[config.mk]
export PLATFORM = sky130hd
export DESIGN_NAME = uart_tx_fifo_flat
export DESIGN_NICKNAME = d
export VERILOG_FILES = /design/src/rtl/uart_tx_fifo_if.sv /design/src/rtl/uart_tx_fifo.sv /design/src/flat_wrapper.sv
export SDC_FILE = /design/constraint.sdc
export NUM_CORES = 1
export LEC_CHECK = 0
export CAP_MARGIN = 20
export CELL_PAD_IN_SITES_DETAIL_PLACEMENT = 1
export CELL_PAD_IN_SITES_GLOBAL_PLACEMENT = 1
export CORE_UTILIZATION = 43
export CTS_CLUSTER_SIZE = 30
export DETAILED_ROUTE_END_ITERATION = 12
export HOLD_SLACK_MARGIN = 0.05
export PLACE_DENSITY_LB_ADDON = 0.25
export SYNTH_ARGS = -nofsm -noshare
export SYNTH_HDL_FRONTEND = slang
export SYNTH_SLANG_ARGS = --single-unit
[constraint.sdc]
create_clock -name clk -period 2.6 [get_ports clk]
set_input_delay 0.52 -clock clk [delete_from_list [all_inputs] [get_ports clk]]
set_output_delay 0.52 -clock clk [all_outputs]
set_load 0.1 [all_outputs]
[src/rtl/uart_tx_fifo_if.sv]
// Word handshake between the packet/text generator and the UART transmitter FIFO.
interface uart_tx_fifo_if #(
  parameter int DATA_BITS = 8
);
  logic                 in_valid;
  logic                 in_ready;
  logic [DATA_BITS-1:0] in;

  modport master (
    output in_valid,
    output in,
    input  in_ready
  );

  modport slave (
    input  in_valid,
    input  in,
    output in_ready
  );
endinterface

[src/rtl/uart_tx_fifo.sv]
// UART transmitter with input FIFO and internal baud divider on the system clock.
// Optional parity bit is compiled in with `define UART_TX_PARITY_EN.
module uart_tx_fifo #(
  parameter  int DATA_BITS    = 8,
  parameter  int CLKS_PER_BIT = 16,
  parameter  int STOP_BITS    = 1,
  parameter  int FIFO_DEPTH   = 4,
  localparam int LW           = $clog2(FIFO_DEPTH) + 1
) (
  input  logic           clk,
  input  logic           rst_n,
  uart_tx_fifo_if.slave  bus,
  input  logic           enable,
  input  logic           parity_odd,
  output logic           out,
  output logic           done,
  output logic           busy,
  output logic           fifo_empty,
  output logic [LW-1:0]  level
);

  localparam int PW = $clog2(FIFO_DEPTH);
  localparam int CW = $clog2(CLKS_PER_BIT) + 1;
  localparam int IW = $clog2(DATA_BITS);
  localparam logic [CW-1:0] CNT_MAX    = CW'(CLKS_PER_BIT - 1);
  localparam logic [IW-1:0] IDX_MAX    = IW'(DATA_BITS - 1);
  localparam logic          STOP_MAX   = (STOP_BITS == 2);
  localparam logic [LW-1:0] FULL_LEVEL = LW'(FIFO_DEPTH);

  typedef enum logic [2:0] {
    IDLE,
    START,
    DATA,
    PARITY,
    STOP
  } state_t;

  state_t               state_q, state_d;
  logic [CW-1:0]        cnt_q, cnt_d;
  logic [IW-1:0]        idx_q, idx_d;
  logic                 stop_q, stop_d;
  logic [DATA_BITS-1:0] shift_q, shift_d;
  logic                 done_q, done_d;

  logic [DATA_BITS-1:0] mem [FIFO_DEPTH];
  logic [PW-1:0]        wr_ptr, rd_ptr;
  logic [LW-1:0]        level_q;
  logic                 full, push, pop, can_pop;
  logic [DATA_BITS-1:0] head;

`ifdef UART_TX_PARITY_EN
  logic par_q, par_d;
`else
  logic unused_parity_odd;
  assign unused_parity_odd = parity_odd;
`endif

  // in_ready comes only from registered occupancy, so a same-cycle pop never makes room.
  assign full          = (level_q == FULL_LEVEL);
  assign bus.in_ready  = !full;
  assign push          = bus.in_valid && !full;
  assign fifo_empty    = (level_q == '0);
  assign level         = level_q;
  assign can_pop       = !fifo_empty && enable;
  assign head          = mem[rd_ptr];

  always_ff @(posedge clk) begin
    if (push)
      mem[wr_ptr] <= bus.in;
  end

  always_ff @(posedge clk or negedge rst_n) begin
    if (!rst_n) begin
      wr_ptr  <= '0;
      rd_ptr  <= '0;
      level_q <= '0;
    end else begin
      if (push)
        wr_ptr <= wr_ptr + 1'b1;
      if (pop)
        rd_ptr <= rd_ptr + 1'b1;
      case ({push, pop})
        2'b10:   level_q <= level_q + 1'b1;
        2'b01:   level_q <= level_q - 1'b1;
        default: level_q <= level_q;
      endcase
    end
  end

  always_ff @(posedge clk or negedge rst_n) begin
    if (!rst_n) begin
      state_q <= IDLE;
      cnt_q   <= '0;
      idx_q   <= '0;
      stop_q  <= 1'b0;
      shift_q <= '0;
      done_q  <= 1'b0;
`ifdef UART_TX_PARITY_EN
      par_q   <= 1'b0;
`endif
    end else begin
      state_q <= state_d;
      cnt_q   <= cnt_d;
      idx_q   <= idx_d;
      stop_q  <= stop_d;
      shift_q <= shift_d;
      done_q  <= done_d;
`ifdef UART_TX_PARITY_EN
      par_q   <= par_d;
`endif
    end
  end

  // The final stop edge may pop straight into START so queued frames run without a gap.
  always_comb begin
    state_d = state_q;
    cnt_d   = cnt_q;
    idx_d   = idx_q;
    stop_d  = stop_q;
    shift_d = shift_q;
    done_d  = 1'b0;
    pop     = 1'b0;
`ifdef UART_TX_PARITY_EN
    par_d   = par_q;
`endif
    case (state_q)
      IDLE: begin
        if (can_pop) begin
          pop     = 1'b1;
          shift_d = head;
`ifdef UART_TX_PARITY_EN
          par_d   = (^head) ^ parity_odd;
`endif
          cnt_d   = '0;
          state_d = START;
        end
      end
      START: begin
        if (cnt_q == CNT_MAX) begin
          cnt_d   = '0;
          idx_d   = '0;
          state_d = DATA;
        end else begin
          cnt_d = cnt_q + 1'b1;
        end
      end
      DATA: begin
        if (cnt_q == CNT_MAX) begin
          cnt_d   = '0;
          shift_d = shift_q >> 1;
          if (idx_q == IDX_MAX) begin
            stop_d  = 1'b0;
`ifdef UART_TX_PARITY_EN
            state_d = PARITY;
`else
            state_d = STOP;
`endif
          end else begin
            idx_d = idx_q + 1'b1;
          end
        end else begin
          cnt_d = cnt_q + 1'b1;
        end
      end
`ifdef UART_TX_PARITY_EN
      PARITY: begin
        if (cnt_q == CNT_MAX) begin
          cnt_d   = '0;
          stop_d  = 1'b0;
          state_d = STOP;
        end else begin
          cnt_d = cnt_q + 1'b1;
        end
      end
`endif
      STOP: begin
        if (cnt_q == CNT_MAX) begin
          cnt_d = '0;
          if (stop_q == STOP_MAX) begin
            done_d = 1'b1;
            if (can_pop) begin
              pop     = 1'b1;
              shift_d = head;
`ifdef UART_TX_PARITY_EN
              par_d   = (^head) ^ parity_odd;
`endif
              state_d = START;
            end else begin
              state_d = IDLE;
            end
          end else begin
            stop_d = 1'b1;
          end
        end else begin
          cnt_d = cnt_q + 1'b1;
        end
      end
      default: state_d = IDLE;
    endcase
  end

  always_comb begin
    out = 1'b1;
    case (state_q)
      START:   out = 1'b0;
      DATA:    out = shift_q[0];
`ifdef UART_TX_PARITY_EN
      PARITY:  out = par_q;
`endif
      default: out = 1'b1;
    endcase
  end

  assign busy = (state_q != IDLE);
  assign done = done_q;

endmodule
[src/flat_wrapper.sv]
// flat-port wrapper written by rule: the top's interface ports become plain ports
module uart_tx_fifo_flat 
#(
  parameter  int DATA_BITS    = 8,
  parameter  int CLKS_PER_BIT = 16,
  parameter  int STOP_BITS    = 1,
  parameter  int FIFO_DEPTH   = 4,
  localparam int LW           = $clog2(FIFO_DEPTH) + 1
)
  (clk, rst_n, enable, parity_odd, out, done, busy, fifo_empty, level, bus_in_valid, bus_in, bus_in_ready);
  uart_tx_fifo_if #(.DATA_BITS(DATA_BITS)) bus_i ();
  input  logic clk;
  input  logic rst_n;
  input  logic enable;
  input  logic parity_odd;
  output logic out;
  output logic done;
  output logic busy;
  output logic fifo_empty;
  output logic [LW-1:0] level;
  input wire logic [$bits(bus_i.in_valid)-1:0] bus_in_valid;
  input wire logic [$bits(bus_i.in)-1:0] bus_in;
  output wire logic [$bits(bus_i.in_ready)-1:0] bus_in_ready;
  assign bus_i.in_valid = bus_in_valid;
  assign bus_i.in = bus_in;
  assign bus_in_ready = bus_i.in_ready;
  uart_tx_fifo #(.DATA_BITS(DATA_BITS), .CLKS_PER_BIT(CLKS_PER_BIT), .STOP_BITS(STOP_BITS), .FIFO_DEPTH(FIFO_DEPTH)) u_core (.clk(clk), .rst_n(rst_n), .bus(bus_i), .enable(enable), .parity_odd(parity_odd), .out(out), .done(done), .busy(busy), .fifo_empty(fifo_empty), .level(level));
endmodule
==> results list <==
- The longest clock path from root to sink contains 2 buffers.
- Sort of element at the start of the critical path: register
- Pre-antenna DRT Iters: 4
* Nets: 240
- DRC viols: 0
* Final antenna-violating net count: 0
- FFs w/ async S/R, synth: 45.76%
- Worst Skew: 4.237 ps
- The worst setup path is captured at a register.
- Data on the critical path is required at its endpoint by 2850 ps.
* Max stage delay cell, worst path: a2111oi_4
- Number of slew-limit violations in the final report: 0
- Width of the die: 81.59 um
- Leak pwr: 1.320 nW
* Boundary Pins: 21
- Using the TritonRoute via totals, the vias-per-cell ratio works out to 5.396.
- Total routing resource utilization after global routing: 18.29%
* Number of levels the H-tree was split into: 3
- Hold repair after CTS inserted 0 buffers.
- Resized cells post-CTS: 0
- Clk slew on worst S/H paths: 70 ps
- Core utilization of the finished layout: 54.38%
- Global routing used 20.22% of the available met1 tracks.
- Core Box Area: 0.006026 mm2
* GRT met3 Usage: 5.222%
- STA puts the critical path data arrival time at 2680 ps.
- Count of different cell masters after synthesis: 41
* Library cell occupying the most area in the post-synthesis netlist: edfxtp_1
* Unrepaired setup endpoints after global routing: no
- Part of the Yosys area used for sequential elements: 60.08%
- The final critical path takes up 93.59% of the cycle.
- For this run the aggregate overflow at the end of global routing stands at 0.
* Highest ir drop seen on vdd: 0.0006741 V
- Post-synthesis sequential element count: 59
- The tightest min-delay check is of the register to register type.
- In this run the clock root is driven by a clkbuf_8.
- Final weighted congestion in routability-driven placement: 0.7297
* Area share of the leading cell type in the synthesized netlist: 35.28%
- Final-report hold violation count: 0
* Pin count of the biggest net entering global routing: 28
- Compared with the post-synthesis result, the final layout area differs by 20.30%.
- The most used flip-flop cell after synthesis is edfxtp_1.
- The initialized floorplan defines 28 standard-cell rows.
* Number of setup violations in the final report: 0
* EDFF count, synth: 32
- DRC violation total after the first TritonRoute iteration: 65
- In the synthesized netlist, the number of instances is 188.
- Averaged over all synthesized cells, the footprint is 14.49 um2.
- Ordered cell list for the critical path: ha_1, nand4b_4, a2111oi_4, ha_1, inv_1, fa_1, xor2_1, nor2_1, xor2_1
- Summed over all nets, the half-perimeter wirelength after detailed placement is 3.856 mm.
- The initial utilization of the core area, before any placement, comes to 45.20%.
- The die covers 0.006657 mm2.
- FILL cells: 600
* Met2 usage: 33.00%
* Proportion of layout cells with a drive suffix above 1: 30.94%
- Setup total negative slack on the finished layout was measured at 0 ps.
- Vias in the first global route: 1730
- Across the run, the number of max-cap violations was 0.
- Source-to-sink clock delay at the later pin of the worst-skew pair: 330 ps
- From bottom edge to top edge, the die measures 81.59 um.
- Outcome: completed
- Wire length of the first global-routing pass: 8.528 mm
- Area of the mapped netlist: 0.002724 mm2
* Maximum net fanout on the critical path: 7
- The worst pin sits at a relative slew slack of 62.95%.
* Multiplexer share of the synthesized area: 14.33%
* Area share of and/or/nand/nor cells after synthesis: 8.590%
- Worst slew pin tran: 551.1 ps
- Derived from the worst setup path, the maximum achievable clock frequency is 411.0 MHz.
* Top cells by area, synth: edfxtp_1, dfrtp_1, mux2_2
- For this design the ratio of total power to cell area is 1171 mW/mm2.
- Count of buffers added by post-CTS timing repair for setup: 0
* Buffers plus inverters on the worst setup path: 1
* Delay of the slowest cell on the worst path: 410 ps
- The worst path needs 2433 ps of the cycle, external delays included.
- Combinational family with the most area after synthesis: multiplexers
* Cell family contributing the most delay on the critical path: adder cells
- Counting every net in the synthesized netlist gives 210.
* IO buf count: 19
- Kind of critical path: register to register
- The clock net in this run drives a total of 59 sinks.
- Buffers inserted during clock tree synthesis total 9.
- Yosys printed 0 warnings.
* Area share of fa/ha/maj cells after synthesis: 4.777%
* Synthesized-area fraction occupied by ao, oa, aoi and oai cells: 7.120%
* CTS tree: done
* Most Used Layer, Global Route: met2
* Antenna Diode Count: 0
* Total wire length after detailed routing: 5.337 mm
- Vias after detailed routing: 1608
* Post-Synth XOR/XNOR Area: 2.251%
* Number of antenna violations at the first check in global routing: 0
* Wirelength per Cell: 17.91 um
## path summary, 6_finish.rpt
kind / start / endpoint / slack (ps) / cells past startpoint
worst max-delay path: u_core.cnt_q[0] / u_core.level[2] / 170 / 9
worst min-delay path: u_core.shift_q[7] / u_core.shift_q[7] / 490 / 1
worst max register to register: u_core.cnt_q[0] / u_core.level[2] / 170 / 9
worst min register to register: u_core.shift_q[7] / u_core.shift_q[7] / 490 / 1
max in group asynchronous: rst_n / u_core.level[1] / 1730 / 2
min in group asynchronous: rst_n / u_core.cnt_q[1] / 580 / 2
## cell type report
class                      count  area (um2)  area share [%]
clock buffer                   9       123.9           3.780
clock inverter                 7       100.1           3.055
inverter                      10       37.54           1.145
multi-input combinational    110        1031           31.46
sequential                    59        1640           50.06
tap                           75       93.84           2.864
timing repair buffer          28       250.2           7.637
## per-stage QoR
step | cells | total power, mW | hold slack (ps) | setup slack [ps] | area, um2
after floorplan | 188 | 2.557 | 224.4 | -35.45 | 2749
after global routing | 298 | 4.034 | 507.2 | 29.29 | 3277
after detailed placement | 282 | 2.944 | 464.4 | -41.10 | 3053
after global placement | 282 | 2.847 | 459.7 | 13.78 | 3053
after CTS | 298 | 3.897 | 500.4 | 126.1 | 3277
final | 298 | 3.837 | 492.9 | 166.7 | 3277
## state kept, by name (all words and copies together), names as in the netlist
| register | flops |
|---|---|
| u_core.rd_ptr | 2 |
| u_core.idx_q | 3 |
| u_core.done | 1 |
| u_core.state_q | 3 |
| u_core.mem | 32 |
| u_core.wr_ptr | 2 |
| u_core.shift_q | 8 |
| u_core.level | 3 |
| u_core.cnt_q | 5 |
## cells in the mapped netlist, types with 2 or more instances
| library cell | instances |
|---|---|
| a211oi_1 | 2 |
| a21o_1 | 2 |
| a21oi_1 | 3 |
| and3_1 | 5 |
| buf_2 | 4 |
| clkbuf_1 | 3 |
| dfrtp_1 | 27 |
| edfxtp_1 | 32 |
| ha_1 | 8 |
| inv_1 | 10 |
| mux2_2 | 16 |
| mux2i_1 | 3 |
| mux4_2 | 8 |
| nand2_1 | 10 |
| nand2b_1 | 3 |
| nand3_1 | 4 |
| nor2_1 | 8 |
| nor3_1 | 5 |
| nor3b_1 | 2 |
| o21ai_0 | 6 |
| o21bai_1 | 2 |
| xnor2_1 | 3 |
| xor2_1 | 4 |
## logic make-up (layout without fill, tap and decap cells)
kind of cell	count (synthesis)	after routing
xor+xnor	7	7
flops	59	59
simple gates	42	42
mux	27	27
fa+ha+maj	10	10
buf+inv	19	54
compound gates	24	24
## per-layer routing
layer	up-vias	part of all wire (%)	routed length, um
met3	7	2.9	155
met1	816	42	2249
met5	-	0	0
li1	755	-	-
met2	30	54	2866
met4	0	1.2	65
## layout by cell type (no fill, tap or decap), types with 6 or more instances in the layout
master            n
nand2_1          10
clkdlybuf4s50_1  11
clkbuf_8          9
inv_1            10
buf_4            16
ha_1              8
mux2_2           16
mux4_2            8
o21ai_0           6
edfxtp_1         32
nor2_1            8
dfrtp_1          24
## power by group
part / total [mW] / switching [mW] / internal, mW
Sequential: 1.53 / 0.260 / 1.27
Combinational: 1.38 / 0.810 / 0.573
Clock: 0.928 / 0.380 / 0.547
Total: 3.84 / 1.45 / 2.39
No activity file was read; power rests on OpenSTA's default activity.
